==> src/rtl/bgd_div_seq_14s_if.sv <==
// Operand/result handshake bundle for the bgd_div_seq_14s divider.
// The remainder signal exists only when BGD_DIV_REM_EN is defined.
interface bgd_div_seq_14s_if #(
  parameter int WIDTH = 14
);
  logic                    in_valid;
  logic                    in_ready;
  logic signed [WIDTH-1:0] dividend;
  logic signed [WIDTH-1:0] divisor;
  logic                    out_valid;
  logic                    out_ready;
  logic signed [WIDTH-1:0] quotient;
`ifdef BGD_DIV_REM_EN
  logic signed [WIDTH-1:0] remainder;
`endif
  logic                    div_by_zero;
  logic                    overflow;

`ifdef BGD_DIV_REM_EN
  modport master (
    output in_valid, dividend, divisor, out_ready,
    input  in_ready, out_valid, quotient, remainder, div_by_zero, overflow
  );
  modport slave (
    input  in_valid, dividend, divisor, out_ready,
    output in_ready, out_valid, quotient, remainder, div_by_zero, overflow
  );
`else
  modport master (
    output in_valid, dividend, divisor, out_ready,
    input  in_ready, out_valid, quotient, div_by_zero, overflow
  );
  modport slave (
    input  in_valid, dividend, divisor, out_ready,
    output in_ready, out_valid, quotient, div_by_zero, overflow
  );
`endif
endinterface

==> src/rtl/bgd_div_seq_14s.sv <==
// Sequential radix-2 restoring signed divider, one quotient bit per enabled cycle.
// Optional feature macro: BGD_DIV_REM_EN adds the signed remainder output.
module bgd_div_seq_14s #(
  parameter int WIDTH = 14
) (
  input  logic           clk,
  input  logic           reset,
  input  logic           ce,
  bgd_div_seq_14s_if.slave bus
);

  localparam int CNT_W = $clog2(WIDTH);
  localparam logic [WIDTH-1:0] MIN_VAL = {1'b1, {(WIDTH-1){1'b0}}};
  localparam logic [WIDTH-1:0] MAX_VAL = {1'b0, {(WIDTH-1){1'b1}}};

  typedef enum logic [1:0] {IDLE, CALC, DONE} state_t;

  state_t           state;
  state_t           next_state;
  logic [CNT_W-1:0] counter;
  logic [WIDTH-1:0] dvd_mag;
  logic [WIDTH-1:0] dvs_mag;
  logic [WIDTH-1:0] rem_acc;
  logic [WIDTH-2:0] q_acc;
  logic             dvd_neg;
  logic             neg_q;
  logic             dz_pend;
  logic             ov_pend;

  logic [WIDTH-1:0] dvd_in;
  logic [WIDTH-1:0] dvs_in;
  logic [WIDTH:0]   shifted;
  logic [WIDTH:0]   diff;
  logic             ge;
  logic [WIDTH-1:0] rem_next;
  logic [WIDTH-1:0] q_next;
  logic [WIDTH-1:0] q_res;
  logic             accept;

  always_comb begin
    next_state    = state;
    bus.in_ready  = 1'b0;
    bus.out_valid = 1'b0;
    case (state)
      IDLE: begin
        bus.in_ready = 1'b1;
        if (ce && bus.in_valid) next_state = CALC;
      end
      CALC: begin
        if (ce && counter == '0) next_state = DONE;
      end
      DONE: begin
        bus.out_valid = 1'b1;
        if (ce && bus.out_ready) next_state = IDLE;
      end
      default: next_state = IDLE;
    endcase
  end

  always_ff @(posedge clk) begin
    if (reset)   state <= IDLE;
    else if (ce) state <= next_state;
  end

  // One restoring step: the borrow bit of the trial subtraction decides the quotient bit.
  always_comb begin
    dvd_in   = bus.dividend;
    dvs_in   = bus.divisor;
    accept   = ce && bus.in_valid && (state == IDLE);
    shifted  = {rem_acc, dvd_mag[counter]};
    diff     = shifted - {1'b0, dvs_mag};
    ge       = ~diff[WIDTH];
    rem_next = ge ? diff[WIDTH-1:0] : shifted[WIDTH-1:0];
    q_next   = {q_acc, ge};
    q_res    = neg_q ? (~q_next + 1'b1) : q_next;
  end

  always_ff @(posedge clk) begin
    if (reset) begin
      counter         <= '0;
      rem_acc         <= '0;
      q_acc           <= '0;
      dvd_mag         <= '0;
      dvs_mag         <= '0;
      dvd_neg         <= 1'b0;
      neg_q           <= 1'b0;
      dz_pend         <= 1'b0;
      ov_pend         <= 1'b0;
      bus.quotient    <= '0;
`ifdef BGD_DIV_REM_EN
      bus.remainder   <= '0;
`endif
      bus.div_by_zero <= 1'b0;
      bus.overflow    <= 1'b0;
    end else if (ce) begin
      if (accept) begin
        // MIN's magnitude 2^(WIDTH-1) still fits in WIDTH unsigned bits.
        dvd_mag <= dvd_in[WIDTH-1] ? (~dvd_in + 1'b1) : dvd_in;
        dvs_mag <= dvs_in[WIDTH-1] ? (~dvs_in + 1'b1) : dvs_in;
        dvd_neg <= dvd_in[WIDTH-1];
        neg_q   <= dvd_in[WIDTH-1] ^ dvs_in[WIDTH-1];
        dz_pend <= (dvs_in == '0);
        ov_pend <= (dvd_in == MIN_VAL) && (dvs_in == '1);
        counter <= CNT_W'(WIDTH - 1);
        rem_acc <= '0;
        q_acc   <= '0;
      end else if (state == CALC) begin
        rem_acc <= rem_next;
        q_acc   <= q_next[WIDTH-2:0];
        if (counter == '0) begin
          bus.quotient    <= dz_pend ? (dvd_neg ? MIN_VAL : MAX_VAL) : q_res;
`ifdef BGD_DIV_REM_EN
          if (dz_pend)
            bus.remainder <= dvd_neg ? (~dvd_mag + 1'b1) : dvd_mag;
          else
            bus.remainder <= dvd_neg ? (~rem_next + 1'b1) : rem_next;
`endif
          bus.div_by_zero <= dz_pend;
          bus.overflow    <= ov_pend;
        end else begin
          counter <= counter - 1'b1;
        end
      end
    end
  end

endmodule

==> src/flat_wrapper.sv <==
// flat-port wrapper written by rule: the top's interface ports become plain ports
module bgd_div_seq_14s_flat 
#(
  parameter int WIDTH = 14
)
  (clk, reset, ce, bus_in_valid, bus_dividend, bus_divisor, bus_out_ready, bus_in_ready, bus_out_valid, bus_quotient, bus_div_by_zero, bus_overflow);
  bgd_div_seq_14s_if #(.WIDTH(WIDTH)) bus_i ();
  input  logic clk;
  input  logic reset;
  input  logic ce;
  input wire logic [$bits(bus_i.in_valid)-1:0] bus_in_valid;
  input wire logic [$bits(bus_i.dividend)-1:0] bus_dividend;
  input wire logic [$bits(bus_i.divisor)-1:0] bus_divisor;
  input wire logic [$bits(bus_i.out_ready)-1:0] bus_out_ready;
  output wire logic [$bits(bus_i.in_ready)-1:0] bus_in_ready;
  output wire logic [$bits(bus_i.out_valid)-1:0] bus_out_valid;
  output wire logic [$bits(bus_i.quotient)-1:0] bus_quotient;
  output wire logic [$bits(bus_i.div_by_zero)-1:0] bus_div_by_zero;
  output wire logic [$bits(bus_i.overflow)-1:0] bus_overflow;
  assign bus_i.in_valid = bus_in_valid;
  assign bus_i.dividend = bus_dividend;
  assign bus_i.divisor = bus_divisor;
  assign bus_i.out_ready = bus_out_ready;
  assign bus_in_ready = bus_i.in_ready;
  assign bus_out_valid = bus_i.out_valid;
  assign bus_quotient = bus_i.quotient;
  assign bus_div_by_zero = bus_i.div_by_zero;
  assign bus_overflow = bus_i.overflow;
  bgd_div_seq_14s #(.WIDTH(WIDTH)) u_core (.clk(clk), .reset(reset), .ce(ce), .bus(bus_i));
endmodule
==> config.mk <==
export PLATFORM = sky130hd
export DESIGN_NAME = bgd_div_seq_14s_flat
export DESIGN_NICKNAME = d
export VERILOG_FILES = /design/src/rtl/bgd_div_seq_14s_if.sv /design/src/rtl/bgd_div_seq_14s.sv /design/src/flat_wrapper.sv
export SDC_FILE = /design/constraint.sdc
export NUM_CORES = 1
export LEC_CHECK = 0
export ABC_AREA = 1
export BUFFER_PORTS_ARGS = -buffer_cell sky130_fd_sc_hd__buf_2
export CAP_MARGIN = 20
export CORE_MARGIN = 2
export CORE_UTILIZATION = 55
export CTS_CLUSTER_SIZE = 10
export DETAILED_ROUTE_END_ITERATION = 16
export PLACE_DENSITY = 0.8
export SETUP_SLACK_MARGIN = 0.02
export SLEW_MARGIN = 10
export SYNTH_ARGS = -nofsm -noshare
export SYNTH_HDL_FRONTEND = slang
export SYNTH_SLANG_ARGS = --single-unit
==> constraint.sdc <==
create_clock -name clk -period 6.25 [get_ports clk]
set_input_delay 0.3125 -clock clk [delete_from_list [all_inputs] [get_ports clk]]
set_output_delay 0.3125 -clock clk [all_outputs]
set_load 0.02 [all_outputs]
==> reports/metrics.csv, run 1 <==
metric,value,unit
fin_tns_setup,0,ps
post_synth.cell_area_avg,6.88,um2
avgRoutedWirePerCell,14.3,um
grt_first_pass_wirelength,20400,um
finalHoldViolations,0,
firstDrtPassIters,5,
cts-htree-levels,3,
path_class,flip-flop to flip-flop,
r2r_slack,2060,ps
floorplan.initialDensity,55.9,%
share_of_final_layout_standard_cells_stronger_than_drive_strength_1,12.9,%
detailedPlace.worstSlack,2130,ps
met1_length,5420,um
place_hpwl,8970,um
finalCritPeriodShare,67.1,%
yosysWarningCount,0,
vdd.ir_drop.worst,0.194,mV
dr_wl_met2,5830,um
slew_viol_final,0,
net_count_synth,756,
holdCritPathClass,input port to flip-flop,
floorplan.die.height,97.7,um
static_power_due_to_leakage,2.40,nW
tritoncts_num_sinks,81,
fmax,0.238,GHz
placement.cell_area,5090,um2
run_status,completed,
worstSkewPairLatency,360,ps
nFillCells,834,
multi_input_area,2710,um2
antenna_found_initial,0,
die_w,97.7,um
cts-buffers-inserted,9,
globalplace.congestion,0.948,
highest_cell_delay_on_the_worst_timing_path,530,ps
vias_per_cell,5.66,
arrival,4430,ps
synth.cell_area,4830,um2
critical_path.top_delay_family,simple AND/OR/NAND/NOR gates,
layout-area-overhead-vs-synth,9.79,%
worst_setup_hold_path_clk_slew,90,ps
total_drc_errors_in_the_routed_layout,0,
worst-endpoint-required,6480,ps
diodes,0,
worst_pin_slew,811,ps
cp-startpoint,u_core.counter[0],
critPathMostFrequentCell,nand2_1,
cts-root-to-sink-buffers,2,
ff2ff_path_depth,27,
worst_hold_endpoint,u_core.dvd_mag[11],
reg2reg_from,u_core.counter[0],
synth_edf_count,0,
final_design_area_no_fill,5300,um2
setup_ws,2060,ps
largest_net_degree_at_the_start_of_global_routing,29,
synthArstFlopShare,0,%
grt_setup_unrepaired,no,
post_synth_inst_count,702,
crit_path_max_fanout,27,
top_signal_layer_used,met4,
power_density,352,nW/um2
overflow_left_after_global_routing,0,
yosys_register_bits,81,
cp-start-kind,flip-flop,
gr-usage-all-layers,25.7,%
type_of_destination_of_the_critical_path,flip-flop,
row_count,34,
timing.rr.end,u_core.bus.quotient[12],
core,8640,um2
critical_path.slowest_cell,dfxtp_1,
worstHoldPathCells,4,
die-area,9550,um2
cts_setup_buffers,0,
antenna_left,0,
post_synth_num_cell_types,49,
critical_path_depth,27,
io_buffers,50,
cts.hold.buffers_added,0,
synth_ff_type,dfxtp_1,
wl_met3,755,um
clock_period_minus_worst_slack,4190,ps
drt_iter0_markers,273,
cts_resized,0,
setup_violations_final,0,
boundaryPins,51,
yosysSeqAreaShare,33.6,%
first_global_vias,4567,
tritoncts,done,
cts.root.buffer_cell,clkbuf_8,
timing.max_cap.violations,0,
nets,794,
ff_latch_area,1620,um2
dr_total_vias,4825,
min-delay-start,bus_dividend[11],
finalWirelength,12200,um
final.setup_skew,11.9,ps
max_slew_margin,45.9,%
timing.critical_path.buf_inv,5,
[layer usage]
layer	up-vias	GRT usage, %
li1	2427	-
met1	2212	33.4
met2	164	43.7
met3	22	4.24
met4	0	8.76
met5	-	0
[worst min-delay path, stage by stage]
cell and delay, ps:
buf_2 100, nand2_1 50, nand3_1 70, nand2_1 40
[registers in the layout, indices dropped and copies added, names as in the netlist, 2 cells and up]
register             cells
u_core.bus.quotient     14
u_core.counter           4
u_core.dvd_mag          14
u_core.dvs_mag          14
u_core.q_acc            13
u_core.rem_acc          14
u_core.state             2
[cell usage after synthesis (2+ instances only)]
cell type / number / area share, %
nor4_1: 3 / 0.39
o32ai_2: 4 / 1.3
buf_6: 2 / 0.47
nor3_2: 3 / 0.62
ha_1: 20 / 5.2
nor2_4: 2 / 0.47
o21ai_1: 2 / 0.21
or2_0: 2 / 0.26
nand2_4: 2 / 0.47
o32ai_1: 3 / 0.54
or2_2: 2 / 0.26
nand2_2: 2 / 0.26
nand3_2: 3 / 0.62
buf_2: 8 / 0.83
nand2_1: 143 / 11
xor2_1: 9 / 1.6
inv_1: 92 / 7.1
a21oi_1: 75 / 7.8
clkbuf_1: 9 / 0.70
nand4_1: 9 / 1.2
buf_4: 4 / 0.62
a31oi_1: 4 / 0.52
nor2_1: 47 / 3.7
o21ai_0: 61 / 6.3
dfxtp_1: 81 / 34
o22ai_1: 9 / 1.2
o211ai_1: 8 / 1.2
inv_2: 5 / 0.39
nor3_1: 16 / 1.7
xnor2_1: 5 / 0.91
nand3_1: 42 / 4.4
o21bai_1: 4 / 0.62
nor2_2: 4 / 0.52
o21a_1: 2 / 0.31
[worst max path at each step]
stage	to	slack [ps]
6_report	u_core.bus.quotient[12]	2060
5_1_grt	u_core.bus.quotient[12]	1660
4_1_cts	u_core.bus.quotient[12]	2100
3_5_place_dp	u_core.bus.quotient[12]	2130
3_3_place_gp	u_core.bus.quotient[12]	2310
2_1_floorplan	u_core.bus.quotient[12]	2860
[area by class of cell]
type,count,share of cell area (%)
inverter,98,6.94
sequential,81,30.6
timing repair buffer,51,4.86
tap,108,2.55
multi-input combinational,499,51.1
clock buffer,10,2.59
clock inverter,6,1.37
[power breakdown]
group / switching (mW) / internal, mW / leakage [nW]
clock: 0.215 / 0.202 / 0.109
combinational: 0.561 / 0.277 / 1.63
sequential: 0.0417 / 0.571 / 0.659
total: 0.818 / 1.05 / 2.40
[cells by family (layout without fill, tap and decap cells)]
group / Yosys count / count (layout) / synth area share [%]
flip-flops: 81 / 81 / 33.6
buffers and inverters: 122 / 165 / 10.3
AO/OA/AOI/OAI: 182 / 182 / 21.9
XOR/XNOR: 14 / 14 / 2.54
adder cells (fa/ha/maj): 21 / 21 / 5.59
AND/OR/NAND/NOR: 282 / 282 / 26.1
[metrics by stage]
step / std cells / utilization [%] / total power, mW / hold WS (ps)
2_1_floorplan: 702 / - / 1.29 / 421
3_5_place_dp: 837 / 59.0 / 1.45 / 444
5_1_grt: 853 / 61.4 / 2.01 / 262
4_1_cts: 853 / 61.4 / 1.86 / 236
6_report: 853 / 61.4 / 1.87 / 251
3_3_place_gp: 837 / 59.0 / 1.42 / 444
[cell usage in the layout, fill, tap and decap left out, types with 3 or more instances in the layout]
cell type  netlist  routed
nand2_1        143     143
o21ai_0         61      61
nor4_1           3       3
dfxtp_1         81      81
nor3_2           3       3
o32ai_2          4       4
inv_1           92      92
o21bai_1         4       4
a21oi_1         75      75
clkbuf_8         0      10
nand3_2          3       3
nor2_2           4       4
inv_2            5       5
buf_2            8      50
ha_1            20      20
nand4_1          9       9
nor3_1          16      16
xnor2_1          5       5
o211ai_1         8       8
nor2_1          47      47
xor2_1           9       9
o22ai_1          9       9
o32ai_1          3       3
a31oi_1          4       4
nand3_1         42      42
Note: power is estimated with default switching activity, not from simulation.
==> run 2, diff against run 1 <==
--- a/config.mk
+++ b/config.mk
@@ -5,7 +5,7 @@
 export SDC_FILE = /design/constraint.sdc
 export NUM_CORES = 1
 export LEC_CHECK = 0
-export ABC_AREA = 1
+export ABC_AREA = 0
 export BUFFER_PORTS_ARGS = -buffer_cell sky130_fd_sc_hd__buf_2
 export CAP_MARGIN = 20
 export CORE_MARGIN = 2
==> constraint.sdc (replaced) <==
create_clock -name clk -period 3.95 [get_ports clk]
set_input_delay 0.1975 -clock clk [delete_from_list [all_inputs] [get_ports clk]]
set_output_delay 0.1975 -clock clk [all_outputs]
set_load 0.02 [all_outputs]
==> run 2 against run 1 <==
  * Hold slack got worse by 130 ps
  * Fmax rose by 9.3%
  * Setup slack got worse by 1900 ps
  * Routed wire length fell by 3.2%
  * First-iteration DRC count rose by 7.7%
  * Combinational power fell by 18%
  * Final area rose by 2.9%
  * Synthesized cell count fell by 14%
  * Highest routed layer unchanged
  * Sequential cell count did not move
  * Cell count fell by 11%
  * Total power rose by 19%
==> reports/metrics.csv, run 2 <==
metric,value,unit,change
firstDrtPassIters,5,,unchanged
post_synth_inst_count,602,,-14%
synth_edf_count,0,,unchanged
overflow_left_after_global_routing,0,,unchanged
finalCritPeriodShare,97.1,%,+30 points
crit_path_max_fanout,6,,-78%
power_density,406,nW/um2,+15%
gr-usage-all-layers,25.5,%,-0.30 points
slew_viol_final,0,,unchanged
top_cell_types_by_occurrence_after_synthesis,"dfxtp_1 (81), nand2_1 (80), nor2_1 (61)",,
yosys_register_bits,81,,unchanged
path_class,flip-flop to flip-flop,,
run_status,completed,,
nets,699,,-12%
total_drc_errors_in_the_routed_layout,0,,unchanged
ff2ff_path_depth,18,,-33%
cts.root.buffer_cell,clkbuf_8,,
arrival,4070,ps,-360 ps
synthArstFlopShare,0,%,unchanged
cts-root-to-sink-buffers,2,,unchanged
synth.cell_area,4790,um2,-0.80%
worstSkewPairLatency,360,ps,about the same
fin_tns_setup,0,ps,unchanged
most-common-layout-cells,"nand2_1 (79), dfxtp_1 (79), nor2_1 (60)",,
worst_hold_endpoint,u_core.dvd_mag[0],,
timing.rr.end,u_core.bus.quotient[8],,
finalWirelength,11800,um,-3.2%
proportion_of_netlist_area_held_by_the_largest_area_contributor,33.8,%,+0.27 points
net_count_synth,656,,-13%
dp.cells,740,,-12%
r2r_slack,110,ps,-1940 ps
power,2.22,mW,+19%
first_global_vias,4300,,-5.8%
vdd.ir_drop.worst,0.215,mV,+11%
largest_net_degree_at_the_start_of_global_routing,52,,+79%
yosysSeqAreaShare,33.8,%,+0.27 points
finalHoldViolations,0,,unchanged
grt_setup_unrepaired,yes,,
post_synth_num_cell_types,58,,+18%
max_slew_margin,53.9,%,+8.0 points
worst_pin_slew,690,ps,-121 ps
static_power_due_to_leakage,2.05,nW,-15%
final.setup_skew,11.6,ps,-0.289 ps
tritoncts,done,,
post-synth-top-count-cell,dfxtp_1,,
grt_first_pass_wirelength,20000,um,-1.7%
holdCritPathClass,input port to flip-flop,,
worstHoldPathCells,3,,-1
share_of_final_layout_standard_cells_stronger_than_drive_strength_1,17.2,%,+4.3 points
drt_iter0_markers,294,,+7.7%
antenna_left,0,,unchanged
row_count,34,,unchanged
floorplan.initialDensity,55.8,%,-0.17 points
core,8590,um2,-0.49%
type_of_destination_of_the_critical_path,flip-flop,,
reg2reg_from,u_core.counter[0],,
fmax,0.261,GHz,+9.3%
cts-htree-levels,3,,unchanged
postLayoutCoreUtil,63.5,%,+2.1 points
min-delay-start,bus_dividend[0],,
place_hpwl,8610,um,-3.9%
layout-area-overhead-vs-synth,13.9,%,
dr_total_vias,4481,,-7.1%
worst-endpoint-required,4190,ps,-2290 ps
setup_violations_final,0,,unchanged
netlist.top_cell.by_area,dfxtp_1,,
die_w,97.3,um,-0.39%
boundaryPins,51,,unchanged
synth.area.top_cells,"dfxtp_1 (34%), nand2_1 (6.3%), a21oi_1 (5.2%), ha_1 (5.2%), nor2_1 (4.8%)",,
io_buffers,50,,unchanged
cp-start-kind,flip-flop,,
timing.max_cap.violations,0,,unchanged
globalplace.congestion,0.907,,-4.3%
yosysWarningCount,0,,unchanged
clock_period_minus_worst_slack,3840,ps,-358 ps
avgRoutedWirePerCell,15.6,um,+8.9%
tritoncts_num_sinks,81,,unchanged
cts-buffers-inserted,9,,unchanged
antenna_found_initial,0,,unchanged
stdcell_count,758,,-11%
synth_ff_type,dfxtp_1,,
floorplan.die.height,97.3,um,-0.39%
diodes,0,,unchanged
die-area,9480,um2,-0.78%
worst_setup_hold_path_clk_slew,90,ps,about the same
vias_per_cell,5.91,,+4.5%
post_synth.cell_area_avg,7.96,um2,+16%
nFillCells,752,,-9.8%
[run 2: critical path, stage by stage (launching register included)]
cell and delay (ps):
dfxtp_4 390, mux4_2 500, nand2_2 80, o31ai_2 60, a21oi_2 150, ha_2 220
fa_2 240, nor2b_4 50, o31a_1 390, a2111o_1 500, a21oi_4 160, nor2_2 60
inv_2 70, ha_4 140, inv_4 60, o41ai_4 290, xnor2_1 100, o211ai_1 160
a21oi_1 90
[run 2: layer usage]
layer	global-route usage (%)	vias to the layer above	wire length, um
li1	-	2239	-
met3	4.39	23	484
met5	0	-	0
met1	32.9	2097	5270
met4	8.76	0	233
met2	43.2	122	5860
[run 2: layout make-up]
type / count / area, um2 / area share, %
multi-input combinational: 460 / 3030 / 55.5
sequential: 81 / 1630 / 29.8
timing repair buffer: 64 / 355 / 6.51
tap: 108 / 135 / 2.48
clock buffer: 9 / 124 / 2.27
inverter: 29 / 111 / 2.04
clock inverter: 7 / 78.8 / 1.44
[run 2: timing repair]
| item | CTS | global route |
|---|---|---|
| setup endpoints to repair | 0 | 10 |
| hold buffers | 0 | 0 |
| gates resized for setup | 0 | 19 |
| buffers inserted | 0 | 2 |
[run 2: metrics by stage]
step / setup WS, ps / hold slack (ps) / area, um2
5_1_grt: -99.2 / 131 / 5460
3_5_place_dp: 48.7 / 447 / 5160
2_1_floorplan: 84.8 / 333 / 4820
4_1_cts: 24.5 / 110 / 5370
6_report: 113 / 121 / 5460
3_3_place_gp: 187 / 442 / 5160
[run 2: power breakdown]
group	switching (mW)	internal, mW
Clock	0.335	0.299
Sequential	0.0397	0.859
Combinational	0.399	0.286
Total	0.774	1.44
[run 2: kinds of logic (layout without fill, tap and decap cells)]
group	count (synthesis)	in the layout	synth area share, %
DFF	81	81	33.8
adders and majority gates	21	21	5.64
buffers and inverters	61	109	5.12
AOI/OAI and AO/OA	166	166	23.1
muxes	16	16	4.15
xor gates and xnor gates	38	38	6.95
and+or+nand+nor	219	219	21.3
[run 2: how the worst max path moves through the flow]
stage / from / to / slack, ps / cells past startpoint
2_1_floorplan: u_core.counter[0] / u_core.bus.quotient[10] / 80 / 20
3_3_place_gp: u_core.counter[0] / u_core.bus.quotient[6] / 190 / 18
3_5_place_dp: u_core.counter[0] / u_core.bus.quotient[6] / 50 / 18
4_1_cts: u_core.counter[0] / u_core.bus.quotient[6] / 20 / 18
5_1_grt: u_core.counter[0] / u_core.bus.quotient[8] / -100 / 18
6_report: u_core.counter[0] / u_core.bus.quotient[8] / 110 / 18
==> run 3, diff against run 2 <==
--- a/config.mk
+++ b/config.mk
@@ -12,6 +12,7 @@
 export CORE_UTILIZATION = 55
 export CTS_CLUSTER_SIZE = 10
 export DETAILED_ROUTE_END_ITERATION = 16
+export MAX_ROUTING_LAYER = met4
 export PLACE_DENSITY = 0.8
 export SETUP_SLACK_MARGIN = 0.02
 export SLEW_MARGIN = 10
==> run 3 against run 2 <==
  * Fmax hardly changed
  * Clock power hardly changed
  * Clock skew hardly changed
  * Routed wire length is 0.11% lower
  * Register-to-register slack is essentially flat
  * Global-route usage rose by 0.69 points
  * Largest cell class unchanged
  * Largest power group unchanged
  * Highest routed layer unchanged
  * Via count down 0.38%
  * Utilization did not move
  * Non-clock buffer count did not move
==> reports/metrics.csv, run 3 (synthesized netlist as in run 2, its figures left out) <==
metric,value,unit,change
core,8590,um2,unchanged
finalWirelength,11800,um,-0.11%
worst_pin_slew,682,ps,-8.07 ps
cts-htree-levels,3,,unchanged
most-common-layout-cells,"nand2_1 (79), dfxtp_1 (79), nor2_1 (60)",,
cp-start-kind,flip-flop,,
cts-buffers-inserted,9,,unchanged
floorplan.die.height,97.3,um,unchanged
worstHoldPathCells,3,,unchanged
drt_iter0_markers,294,,unchanged
dr_total_vias,4464,,-0.38%
layout-area-overhead-vs-synth,13.9,%,unchanged
fmax,0.260,GHz,about the same
r2r_slack,110,ps,about the same
finalHoldViolations,0,,unchanged
grt_setup_unrepaired,yes,,
die-area,9480,um2,unchanged
setup_violations_final,0,,unchanged
floorplan.initialDensity,55.8,%,unchanged
gr-usage-all-layers,26.1,%,+0.69 points
stdcell_count,758,,unchanged
type_of_destination_of_the_critical_path,flip-flop,,
grt_first_pass_wirelength,20000,um,about the same
first_global_vias,4296,,-0.093%
largest_net_degree_at_the_start_of_global_routing,52,,unchanged
place_hpwl,8610,um,unchanged
finalCritPeriodShare,97.2,%,about the same
cts.root.buffer_cell,clkbuf_8,,
run_status,completed,,
timing.max_cap.violations,0,,unchanged
postLayoutCoreUtil,63.5,%,unchanged
holdCritPathClass,input port to flip-flop,,
antenna_left,0,,unchanged
row_count,34,,unchanged
firstDrtPassIters,6,,+1
io_buffers,50,,unchanged
clock_period_minus_worst_slack,3840,ps,+3.06 ps
ff2ff_path_depth,18,,unchanged
nets,699,,unchanged
slew_viol_final,0,,unchanged
max_slew_margin,54.4,%,+0.54 points
overflow_left_after_global_routing,0,,unchanged
globalplace.congestion,0.923,,+1.7%
path_class,flip-flop to flip-flop,,
tritoncts,done,,
static_power_due_to_leakage,2.05,nW,unchanged
tritoncts_num_sinks,81,,unchanged
share_of_final_layout_standard_cells_stronger_than_drive_strength_1,17.2,%,unchanged
crit_path_max_fanout,6,,unchanged
vdd.ir_drop.worst,0.215,mV,about the same
worst-endpoint-required,4180,ps,about the same
diodes,0,,unchanged
boundaryPins,51,,unchanged
power_density,406,nW/um2,about the same
dp.cells,740,,unchanged
avgRoutedWirePerCell,15.6,um,-0.11%
final.setup_skew,11.3,ps,-0.379 ps
vias_per_cell,5.89,,-0.38%
die_w,97.3,um,unchanged
antenna_found_initial,0,,unchanged
cts-root-to-sink-buffers,2,,unchanged
arrival,4070,ps,about the same
total_drc_errors_in_the_routed_layout,0,,unchanged
worstSkewPairLatency,360,ps,about the same
worst_setup_hold_path_clk_slew,90,ps,about the same
## run 3: power breakdown
part,switching (mW),internal [mW],leakage (nW)
clock network,0.336,0.299,0.0977
registers,0.0398,0.859,0.659
logic,0.399,0.285,1.29
total,0.774,1.44,2.05
## run 3: path summary, 6_finish.rpt
kind	startpoint	end
max	u_core.counter[0]	u_core.bus.quotient[8]
min	bus_dividend[0]	u_core.dvd_mag[0]
max reg2reg	u_core.counter[0]	u_core.bus.quotient[8]
min reg2reg	u_core.bus.div_by_zero	u_core.bus.div_by_zero
## run 3: stage by stage
| step | cell area [um2] | power [mW] | TNS (ps) | setup WS, ps | hold WS (ps) |
|---|---|---|---|---|---|
| 2_1_floorplan | 4820 | 1.39 | 0 | 84.8 | 333 |
| 3_3_place_gp | 5160 | 1.53 | 0 | 187 | 442 |
| 5_1_grt | 5460 | 2.33 | -122 | -99.2 | 134 |
| 6_report | 5460 | 2.22 | 0 | 110 | 126 |
| 4_1_cts | 5370 | 2.17 | 0 | 24.5 | 110 |
| 3_5_place_dp | 5160 | 1.55 | 0 | 48.7 | 447 |
## run 3: worst max-delay path, stage by stage (launching register included)
cell,delay [ps]
dfxtp_4,390
mux4_2,500
nand2_2,80
o31ai_2,70
a21oi_2,150
ha_2,210
fa_2,240
nor2b_4,50
o31a_1,390
a2111o_1,500
a21oi_4,160
nor2_2,60
inv_2,70
ha_4,140
inv_4,60
o41ai_4,290
xnor2_1,100
o211ai_1,160
a21oi_1,90
## run 3: timing repair
action / CTS / global route
setup endpoints to repair: 0 / 10
buffers inserted: 0 / 2
gates resized for setup: 0 / 19
hold buffers: 0 / 0
## run 3: cell type report
cell class	instances	area (um2)
sequential	81	1630
fill	752	3140
clock inverter	7	78.8
multi-input combinational	460	3030
timing repair buffer	64	355
tap	108	135
inverter	29	111
clock buffer	9	124
## run 3: metal layers
metal,global-route usage (%),vias up,share of wire [%]
met5,-,-,0
met4,8.76,0,1.9
met3,4.24,23,4.5
met2,43.2,121,49
met1,32.9,2082,44
li1,-,2238,-
